[config.mk]
export PLATFORM = sky130hd
export DESIGN_NAME = prefetch_fetch_unit
export DESIGN_NICKNAME = d
export VERILOG_FILES = /design/src/rtl/fetch_pkg.sv /design/src/rtl/fetch_fifo.sv /design/src/rtl/prefetch_fetch_unit.sv
export SDC_FILE = /design/constraint.sdc
export NUM_CORES = 1
export LEC_CHECK = 0
export CAP_MARGIN = 20
export CORE_AREA = 5 5 93 95
export DETAILED_ROUTE_END_ITERATION = 8
export DIE_AREA = 0 0 98 100
export PLACE_DENSITY_LB_ADDON = 0.25
export RECOVER_POWER = 25
export SLEW_MARGIN = 20
export SYNTH_ARGS = -nofsm -noshare
export SYNTH_HDL_FRONTEND = slang
export SYNTH_SLANG_ARGS = --single-unit
[constraint.sdc]
create_clock -name CLK -period 3.8 [get_ports CLK]
set_clock_uncertainty 0.2 [all_clocks]
set_input_delay 0.76 -clock CLK [delete_from_list [all_inputs] [get_ports CLK]]
set_output_delay 0.76 -clock CLK [all_outputs]
set_load 0.01 [all_outputs]
[src/rtl/fetch_pkg.sv]
// rtl/fetch_pkg.sv - shared types for the prefetch fetch unit
package fetch_pkg;

  typedef enum logic {
    IDLE = 1'b0,
    REQ  = 1'b1
  } fetch_state_t;

endpackage

[src/rtl/fetch_fifo.sv]
// rtl/fetch_fifo.sv - prefetch queue: circular buffer with wrap-bit pointers, flush, push/pop
module fetch_fifo #(
  parameter int DEPTH = 4,
  parameter int W     = 16
) (
  input  logic                       CLK,
  input  logic                       RST,
  input  logic                       flush,
  input  logic                       push,
  input  logic [W-1:0]               wdata,
  input  logic                       pop,
  output logic [W-1:0]               rdata,
  output logic                       empty,
  output logic [$clog2(DEPTH+1)-1:0] count
);

  localparam int PW   = $clog2(DEPTH);
  localparam int PTRW = PW + 1;
  localparam int CW   = $clog2(DEPTH + 1);

  logic [PTRW-1:0] wr_ptr, rd_ptr;
  logic [W-1:0]    mem [DEPTH];
  logic            full, do_push, do_pop;

  assign empty   = (wr_ptr == rd_ptr);
  assign full    = (wr_ptr[PW] != rd_ptr[PW]) && (wr_ptr[PW-1:0] == rd_ptr[PW-1:0]);
  // flush takes priority over any push or pop presented in the same cycle
  assign do_push = push & ~flush;
  assign do_pop  = pop & ~empty & ~flush;
  assign count   = CW'(wr_ptr - rd_ptr);
  assign rdata   = mem[rd_ptr[PW-1:0]];

  always_ff @(posedge CLK) begin
    if (!RST) begin
      wr_ptr <= '0;
      rd_ptr <= '0;
    end else if (flush) begin
      wr_ptr <= '0;
      rd_ptr <= '0;
    end else begin
      if (do_push) wr_ptr <= wr_ptr + PTRW'(1);
      if (do_pop)  rd_ptr <= rd_ptr + PTRW'(1);
    end
  end

  always_ff @(posedge CLK) begin
    if (RST && do_push) mem[wr_ptr[PW-1:0]] <= wdata;
  end

  always_ff @(posedge CLK) begin
    if (RST) assert (!(do_push && full && !do_pop));
  end

endmodule

[src/rtl/prefetch_fetch_unit.sv]
// rtl/prefetch_fetch_unit.sv - instruction fetch stage with prefetch queue and redirect
module prefetch_fetch_unit
  import fetch_pkg::*;
#(
  parameter int             AW     = 8,
  parameter int             DW     = 8,
  parameter int             DEPTH  = 4,
  parameter logic [AW-1:0]  RST_PC = '0
) (
  input  logic                       CLK,
  input  logic                       RST,
  input  logic                       fetch_en,
  input  logic                       redirect_valid,
  input  logic [AW-1:0]              redirect_pc,
  output logic                       mem_rd,
  output logic [AW-1:0]              mem_addr,
  input  logic [DW-1:0]              mem_rdata,
  output logic                       instr_valid,
  input  logic                       instr_ready,
  output logic [DW-1:0]              instr_data,
  output logic [AW-1:0]              instr_pc,
  output logic [$clog2(DEPTH+1)-1:0] q_count
);

  localparam int CW = $clog2(DEPTH + 1);
  localparam int OW = CW + 1;

  typedef struct packed {
    logic [AW-1:0] pc;
    logic [DW-1:0] data;
  } fetch_entry_t;

  fetch_state_t  state, state_nxt;
  logic [AW-1:0] pc, tag;
  logic          inflight, pop, push, issue, empty;
  logic [OW-1:0] occ;
  fetch_entry_t  wr_e, rd_e;

  assign inflight = (state == REQ);
  assign pop      = instr_valid & instr_ready;
  // slots already promised: queued words plus the one landing this cycle, minus the one leaving
  assign occ      = {1'b0, q_count} + OW'(inflight) - OW'(pop);
  assign issue    = RST & fetch_en & ~redirect_valid & (occ < OW'(DEPTH));
  // a response arriving in a redirect cycle belongs to the old stream and is dropped
  assign push     = inflight & ~redirect_valid;

  always_comb begin
    state_nxt = IDLE;
    mem_rd    = 1'b0;
    mem_addr  = pc;
    if (issue) begin
      state_nxt = REQ;
      mem_rd    = 1'b1;
    end
  end

  always_ff @(posedge CLK) begin
    if (!RST) begin
      state <= IDLE;
      pc    <= RST_PC;
      tag   <= '0;
    end else begin
      state <= state_nxt;
      if (redirect_valid) pc <= redirect_pc;
      else if (issue)     pc <= pc + AW'(1);
      if (issue) tag <= pc;
    end
  end

  assign wr_e.pc   = tag;
  assign wr_e.data = mem_rdata;

  fetch_fifo #(
    .DEPTH(DEPTH),
    .W    ($bits(fetch_entry_t))
  ) u_fifo (
    .CLK  (CLK),
    .RST  (RST),
    .flush(redirect_valid),
    .push (push),
    .wdata(wr_e),
    .pop  (pop),
    .rdata(rd_e),
    .empty(empty),
    .count(q_count)
  );

  assign instr_valid = ~empty;
  assign instr_data  = rd_e.data;
  assign instr_pc    = rd_e.pc;

endmodule
==> reports/summary.txt, run 1 <==
LOGIC SYNTHESIS
-----------------------------------------------------------------------------------------------
Total nets after synthesis                                                                  270
Fraction of registers with async set/reset                                                   0%
Top_reg_cell synth                                                                     edfxtp_1
Number of distinct library cells after synthesis                                             38
Count leader, synth                                                                    edfxtp_1
#FFs+latches synth                                                                           89
Post-Syn Area                                                                          3670 µm²
Syn avg cell area                                                                      15.5 µm²
Count of warnings emitted by yosys                                                            0
Sequential share of the synthesized area                                                  66.1%
Cell count after synthesis                                                                  237
Number of synthesized flops with an enable pin                                               64
Most area-consuming cells after synthesis                                          edfxtp_1 (52%), dfxtp_1 (14%), mux4_2 (9.8%), ha_1 (3.8%), nand2_1 (2.3%)
Largest area contributor in the synthesized netlist                                    edfxtp_1
Cell types with the highest counts after synthesis                                 edfxtp_1 (64), dfxtp_1 (25), nand2_1 (22), mux4_2 (16), inv_1 (15)
Top cell type's share of synthesized area                                                 52.4%

SETUP PATH
-----------------------------------------------------------------------------------------------
Setup Crit Path Kind                                                                    reg2out
Startpoint Class                                                                           flop
Worst endpoint data arrival time                                                        2.87 ns
CP Data Required Time                                                                   2.84 ns
Setup slack, reg-to-reg                                                                 0.46 ns
Cell with the largest stage delay on the worst path                                        fa_2
Peak per-stage delay on the critical path                                               0.55 ns
Maximum fanout encountered on the critical timing path                                        2
Reg-to-reg critical path startpoint                                                u_fifo.wr_ptr[0]
WP buf/inv                                                                                    3
Terminus of the critical flop-to-flop path                                          mem_addr[4]
Critical-path cell list                                                            inv_2, ha_4, fa_2, inv_2, ha_4, or3b_4, or4_4, a31oi_4, buf_6
Number of cells traversed by the worst register-to-register path                             11
Kind of end point of the critical path                                              output port
Crit-path leading delay family                                                      adder cells

RUN
-----------------------------------------------------------------------------------------------
Max-cap viol count                                                                            0

FLOORPLAN
-----------------------------------------------------------------------------------------------
Die H                                                                                    100 µm
Width of the chip                                                                         98 µm
Area enclosed by the die boundary                                                      9800 µm²
Io pins                                                                                      50
Row Count                                                                                    32
Core Region                                                                            7650 µm²
Effective utilization at floorplan                                                        47.9%

MIN PATH
-----------------------------------------------------------------------------------------------
Hold endpoint                                                                            tag[6]
Worst hold path type                                                                    reg2reg
Min-delay src                                                                       mem_addr[6]
Worst Hold Path Cells                                                                         2

FINISH
-----------------------------------------------------------------------------------------------
Share of layout cells above drive strength 1                                              24.7%
Final nets                                                                                  352
Diodes inserted                                                                               0
Layout Area Growth over Synthesis                                                         28.9%

ROUTING
-----------------------------------------------------------------------------------------------
Post-route DRC violation count                                                                0
Routed via count divided by cell count                                                     5.04
Antenna-violating nets left                                                                   0
Vias after detailed routing                                                                2146
Routed length per instance                                                              15.0 µm
First-pass detailed-route iteration total                                                     4
Wirelength, routed                                                                      6400 µm
Initial drt markers                                                                          54

POWER AND IR DROP
-----------------------------------------------------------------------------------------------
Power density over cell area                                                         392 nW/µm²
Cell internal pwr                                                                     0.00148 W
Maximum vdd drop                                                                         168 µV
Net switching fraction of the power                                                       20.1%
Total leakage power                                                                     1.65 nW
Proportion of power drawn by flip-flops and latches                                       57.4%
Combinational share of power                                                               6.0%
Sw power                                                                             0.000372 W
Clock power frac                                                                          36.6%

STA
-----------------------------------------------------------------------------------------------
Setup TNS after final layout                                                         -0.0336 ns
Worst slew slack as a fraction of its limit                                               49.2%
Worst Hold Slack                                                                       0.297 ns
Share of the clock period used by the worst path                                           101%
Min Tclk post-route                                                                     3.83 ns
Fmax                                                                                  0.261 GHz
Setup repair after global routing missed its margin                                         yes
Max Slew Vio Count                                                                            0
Worst Max-Slew Pin Slew                                                                0.761 ns
Final Worst Setup Slack                                                              -0.0336 ns
Setup violators final                                                                         1
Hold violation count in the final report                                                      0

GLOBAL ROUTE
-----------------------------------------------------------------------------------------------
Global-route wire length before repair                                                 10500 µm
Busiest layer in global routing                                                            met2
M2 GR Usage                                                                               21.6%
Antenna violations before repair                                                              0
Vias in the first global route                                                             2141
Largest net degree at the start of global routing                                            18
Total global-route track usage                                                            13.8%
Global-route met1 utilization                                                             18.2%
Met3 Usage GRT                                                                            3.34%
Leftover overflow at the end of global routing                                                0

CLOCKING
-----------------------------------------------------------------------------------------------
Number of buffers inserted by hold repair at cts                                              0
TritonCTS clock tree                                                                      built
Max clock buf depth                                                                           2
CTS sink count                                                                               89
H-tree lvl count                                                                              3
Clock input transition at the sequential cells of the worst setup and hold paths        0.08 ns
Source-to-sink clock delay at the later pin of the worst-skew pair                      0.35 ns
CTS root buffer                                                                        clkbuf_8
Number of buffers created by CTS                                                              9

PLACED DESIGN
-----------------------------------------------------------------------------------------------
Post-placement worst setup slack                                                      -0.506 ns
GP Congestion                                                                             0.783
HPWL reported at the end of detailed placement                                          4340 µm
Number of I/O port buffers                                                                   49

OUTCOME
-----------------------------------------------------------------------------------------------
Violated checks                                                                    setup timing
Result of the run                                                                  complete, but fails checks

-- sequential cells by signal, indices dropped and copies added, names as in the netlist, named ones only --
register,count
tag,8
inflight,1
u_fifo.rd_ptr,3
u_fifo.wr_ptr,3
u_fifo.mem,64
mem_addr,8
-- worst max path at each step --
| stage | startpoint | end | slack, ns | cells after the start |
|---|---|---|---|---|
| 2_1_floorplan | u_fifo.wr_ptr[0] | mem_rd | 0.06 | 9 |
| 3_3_place_gp | instr_ready | mem_rd | -0.47 | 10 |
| 3_5_place_dp | instr_ready | mem_rd | -0.51 | 10 |
| 4_1_cts | u_fifo.wr_ptr[0] | mem_rd | -0.07 | 9 |
| 5_1_grt | u_fifo.wr_ptr[0] | mem_rd | -0.11 | 10 |
| 6_report | u_fifo.wr_ptr[0] | mem_rd | -0.03 | 9 |
-- tightest hold or removal path, delay by kind of cell, from the launching register on --
kind / cells / cell delay (ns)
flip-flops: 1 / 0.34
AND/OR/NAND/NOR: 1 / 0.06
AO/OA/AOI/OAI: 1 / 0.05
-- layer usage --
| layer | vias to the layer above | share of wire, % |
|---|---|---|
| li1 | 1051 | - |
| met1 | 1030 | 46 |
| met2 | 55 | 48 |
| met3 | 10 | 4.9 |
| met4 | 0 | 1.5 |
| met5 | - | 0 |
-- layout make-up --
type	instances	area (µm²)
well taps	102	128
fillers	606	2920
clock inverters	6	82.6
multi-input cells	124	1170
clock buffers	10	128
inverters	15	56.3
flip-flops and latches	89	2420
repair buffers	80	731
-- cells by family (layout without fill, tap and decap cells) --
logic type	after synthesis	after routing	share of synthesized area, %
DFF	89	89	66.1
and+or+nand+nor	53	53	7.24
AOI/OAI and AO/OA	32	32	6.48
buffers and inverters	24	111	2.94
muxes	19	19	10.6
adders and majority gates	12	12	4.30
xor gates and xnor gates	8	8	2.32
-- through the flow --
step	cells	power, W	instance area, µm²	util [%]
CTS	425	0.00187	4700	61.5
detailed placement	407	0.00120	4470	58.5
global placement	407	0.00119	4470	58.5
global route	426	0.00193	4720	61.8
finish	426	0.00185	4720	61.8
floorplan	237	0.00113	3700	-
-- power by group through the flow --
stage | Sequential (W) | Combinational [W] | Clock [W]
2_1_floorplan | 0.00108 | 0.0000481 | 0
3_3_place_gp | 0.00108 | 0.000110 | 0
6_report | 0.00106 | 0.000112 | 0.000677
5_1_grt | 0.00106 | 0.000124 | 0.000737
4_1_cts | 0.00106 | 0.000113 | 0.000695
3_5_place_dp | 0.00108 | 0.000112 | 0
-- layout by cell type (no fill, tap or decap), drive strengths merged, types with 2 or more instances in the layout --
| cell type | count |
|---|---|
| clkdlybuf4s50 | 43 |
| clkbuf | 10 |
| buf | 32 |
| and3 | 7 |
| xnor2 | 4 |
| bufinv | 2 |
| dfxtp | 25 |
| and2 | 2 |
| xor2 | 3 |
| nor2 | 8 |
| mux2i | 3 |
| nand2 | 22 |
| o311a | 2 |
| a21o | 2 |
| a21oi | 7 |
| edfxtp | 64 |
| mux4 | 16 |
| o21ai | 14 |
| dlygate4sd3 | 4 |
| ha | 11 |
| clkinv | 2 |
| a31oi | 6 |
| nand3 | 6 |
| clkinvlp | 2 |
| inv | 15 |
-- repair_timing --
action                     CTS  global route
buffers inserted             2             1
gates resized for setup      5             5
setup endpoints to repair    1             1
pin swaps                    3             2
Power figures use the tool's default switching activity.
==> run 2, diff against run 1 <==
CAP_MARGIN = default   (was 20)
SETUP_SLACK_MARGIN = 0.1   (was default)
==> run 2 against run 1 <==
- the flow still finishes with violations (setup timing)
- critical path depth did not move
- via count fell by 2.6%
- clock power fell by 16%
- die area did not move
- register-to-register slack barely moved
- critical endpoint unchanged
- first-iteration DRC count rose by 17%
- setup slack got worse by 0.013 ns
- cell count fell by 0.94%
- sequential cell count did not move
- global-route usage fell by 0.11 points
- maximum frequency fell by 0.35%
- sequential power barely moved
==> reports/summary.txt, run 2 (synthesized netlist as in run 1, its figures left out) <==
GLOBAL ROUTE
-----------------------------------------------------------------------------------------------
Total global-route track usage                                                            13.7%   -0.11 points
Leftover overflow at the end of global routing                                                0   unchanged
Antenna violations before repair                                                              0   unchanged
Vias in the first global route                                                             2231   +4.2%
Global-route wire length before repair                                                 10600 µm   +0.79%
Largest net degree at the start of global routing                                            18   unchanged

CLOCKING
-----------------------------------------------------------------------------------------------
CTS sink count                                                                               89   unchanged
Number of buffers created by CTS                                                              9   unchanged
Source-to-sink clock delay at the later pin of the worst-skew pair                      0.35 ns   about the same
TritonCTS clock tree                                                                      built
H-tree lvl count                                                                              3   unchanged
Clock input transition at the sequential cells of the worst setup and hold paths        0.09 ns   about the same
Max clock buf depth                                                                           2   unchanged
CTS root buffer                                                                        clkbuf_8
Number of buffers inserted by hold repair at cts                                              0   unchanged

PLACED DESIGN
-----------------------------------------------------------------------------------------------
Area post-placement                                                                    4460 µm²   -0.42%
GP Congestion                                                                             0.774   -1.2%
Number of I/O port buffers                                                                   49   unchanged
HPWL reported at the end of detailed placement                                          4330 µm   -0.25%
Placed Cells                                                                                404   -0.74%

RUN
-----------------------------------------------------------------------------------------------
Max-cap viol count                                                                            0   unchanged

MIN PATH
-----------------------------------------------------------------------------------------------
Min-delay src                                                                       mem_addr[6]
Hold endpoint                                                                            tag[6]
Worst Hold Path Cells                                                                         2   unchanged
Worst hold path type                                                                    reg2reg

FINISH
-----------------------------------------------------------------------------------------------
Final nets                                                                                  348   -1.1%
Layout Area Growth over Synthesis                                                         26.8%
Share of layout cells above drive strength 1                                              23.8%   -0.94 points
Diodes inserted                                                                               0   unchanged
Final cell area excluding filler cells                                                 4650 µm²   -1.6%
Top library cells by usage in the layout, fill and taps aside                      edfxtp_1 (64), clkdlybuf4s50_1 (44), buf_4 (27)
Max reg flops                                                                                64   unchanged
Most common cell after layout, fill and taps aside                                     edfxtp_1
Post-Layout Cell Count                                                                      422   -0.94%

STA
-----------------------------------------------------------------------------------------------
Min Tclk post-route                                                                     3.85 ns   +0.0134 ns
Final Worst Setup Slack                                                              -0.0470 ns   -0.0134 ns
Hold violation count in the final report                                                      0   unchanged
Share of the clock period used by the worst path                                           101%   +0.35 points
Fmax                                                                                  0.260 GHz   -0.35%
Worst slew slack as a fraction of its limit                                               46.6%   -2.6 points
Setup repair after global routing missed its margin                                         yes
Worst Max-Slew Pin Slew                                                                0.799 ns   +0.0389 ns
Setup violators final                                                                         1   unchanged
Max Slew Vio Count                                                                            0   unchanged

SETUP PATH
-----------------------------------------------------------------------------------------------
Startpoint Class                                                                           flop
Setup Crit Path Kind                                                                    reg2out
Terminus of the critical flop-to-flop path                                          mem_addr[3]
Setup slack, reg-to-reg                                                                 0.45 ns   about the same
Number of cells traversed by the worst register-to-register path                             11   unchanged
CP Data Required Time                                                                   2.84 ns   about the same
Worst endpoint data arrival time                                                        2.89 ns   +0.02 ns
Maximum fanout encountered on the critical timing path                                        2   unchanged
Reg-to-reg critical path startpoint                                                u_fifo.wr_ptr[0]
Kind of end point of the critical path                                              output port

POWER AND IR DROP
-----------------------------------------------------------------------------------------------
Net switching fraction of the power                                                       21.4%   +1.3 points
Power density over cell area                                                         375 nW/µm²   -4.3%
Sw power                                                                             0.000373 W   +0.25%
Clock power frac                                                                          32.7%   -3.9 points
Cell internal pwr                                                                     0.00137 W   -7.5%
Proportion of power drawn by flip-flops and latches                                       61.0%   +3.6 points
Maximum vdd drop                                                                         148 µV   -12%
Combinational share of power                                                               6.3%   +0.3 points
Total leakage power                                                                     1.60 nW   -2.8%

ROUTING
-----------------------------------------------------------------------------------------------
Routed via count divided by cell count                                                     4.95   -1.6%
First-pass detailed-route iteration total                                                     4   unchanged
Post-route DRC violation count                                                                0   unchanged
Routed length per instance                                                              15.0 µm   about the same
Initial drt markers                                                                          63   +17%
Antenna-violating nets left                                                                   0   unchanged
Vias after detailed routing                                                                2091   -2.6%
Wirelength, routed                                                                      6340 µm   -1.0%

FLOORPLAN
-----------------------------------------------------------------------------------------------
Row Count                                                                                    32   unchanged
Area enclosed by the die boundary                                                      9800 µm²   unchanged
Effective utilization at floorplan                                                        47.9%   unchanged
Io pins                                                                                      50   unchanged
Die H                                                                                    100 µm   unchanged
Core Region                                                                            7650 µm²   unchanged
Width of the chip                                                                         98 µm   unchanged

OUTCOME
-----------------------------------------------------------------------------------------------
Violated checks                                                                    setup timing
Result of the run                                                                  complete, but fails checks

-- run 2: what timing repair did --
item / in CTS / in global routing
gates resized for setup: 4 / 2
setup buffers: 2 / 0
pin swaps: 3 / 1
endpoints found under the setup margin: 1 / 1
-- run 2: how the worst max path moves through the flow --
stage,depth (start not counted),endpoint,start
2_1_floorplan,9,mem_rd,u_fifo.wr_ptr[0]
3_3_place_gp,10,mem_rd,instr_ready
3_5_place_dp,10,mem_rd,instr_ready
4_1_cts,9,mem_rd,u_fifo.wr_ptr[0]
5_1_grt,9,mem_rd,u_fifo.wr_ptr[0]
6_report,9,mem_rd,u_fifo.wr_ptr[0]
-- run 2: critical path: stages, from the launching register on --
cell     delay (ns)
dfxtp_2        0.34
inv_2          0.05
ha_4           0.15
fa_2           0.55
inv_2          0.06
ha_4           0.23
or3b_4         0.36
or4_4          0.50
a31oi_4        0.20
buf_6          0.13
-- run 2: area by class of cell --
| type | instances | area, µm² |
|---|---|---|
| multi-input combinational | 124 | 1170 |
| tap | 102 | 128 |
| clock inverter | 4 | 28.8 |
| inverter | 15 | 56.3 |
| fill | 614 | 3000 |
| timing repair buffer | 76 | 694 |
| sequential | 89 | 2420 |
| clock buffer | 12 | 145 |
-- run 2: layer usage --
layer  part of all wire, %  GRT usage [%]
met2                    48           22.7
met5                     0              0
met3                   4.7           3.06
met4                   1.1           5.43
met1                    46           17.8
-- run 2: power by group through the flow --
| stage | sequential (W) | combinational (W) | clock [W] |
|---|---|---|---|
| after CTS | 0.00106 | 0.000111 | 0.000586 |
| after floorplan | 0.00108 | 0.0000481 | 0 |
| after global routing | 0.00107 | 0.000119 | 0.000631 |
| final | 0.00106 | 0.000109 | 0.000570 |
| after global placement | 0.00108 | 0.000109 | 0 |
| after detailed placement | 0.00108 | 0.000110 | 0 |
-- run 2: per-stage QoR --
stage / TNS [ns] / power, W / hold WS (ns) / worst slack (ns) / util, %
4_1_cts: -0.108 / 0.00176 / 0.295 / -0.108 / 60.7
3_5_place_dp: -0.426 / 0.00120 / 0.281 / -0.426 / 58.3
3_3_place_gp: -0.421 / 0.00119 / 0.283 / -0.421 / 58.3
2_1_floorplan: 0 / 0.00113 / 0.256 / 0.0770 / -
5_1_grt: -0.146 / 0.00182 / 0.322 / -0.146 / 60.8
6_report: -0.0470 / 0.00174 / 0.295 / -0.0470 / 60.8
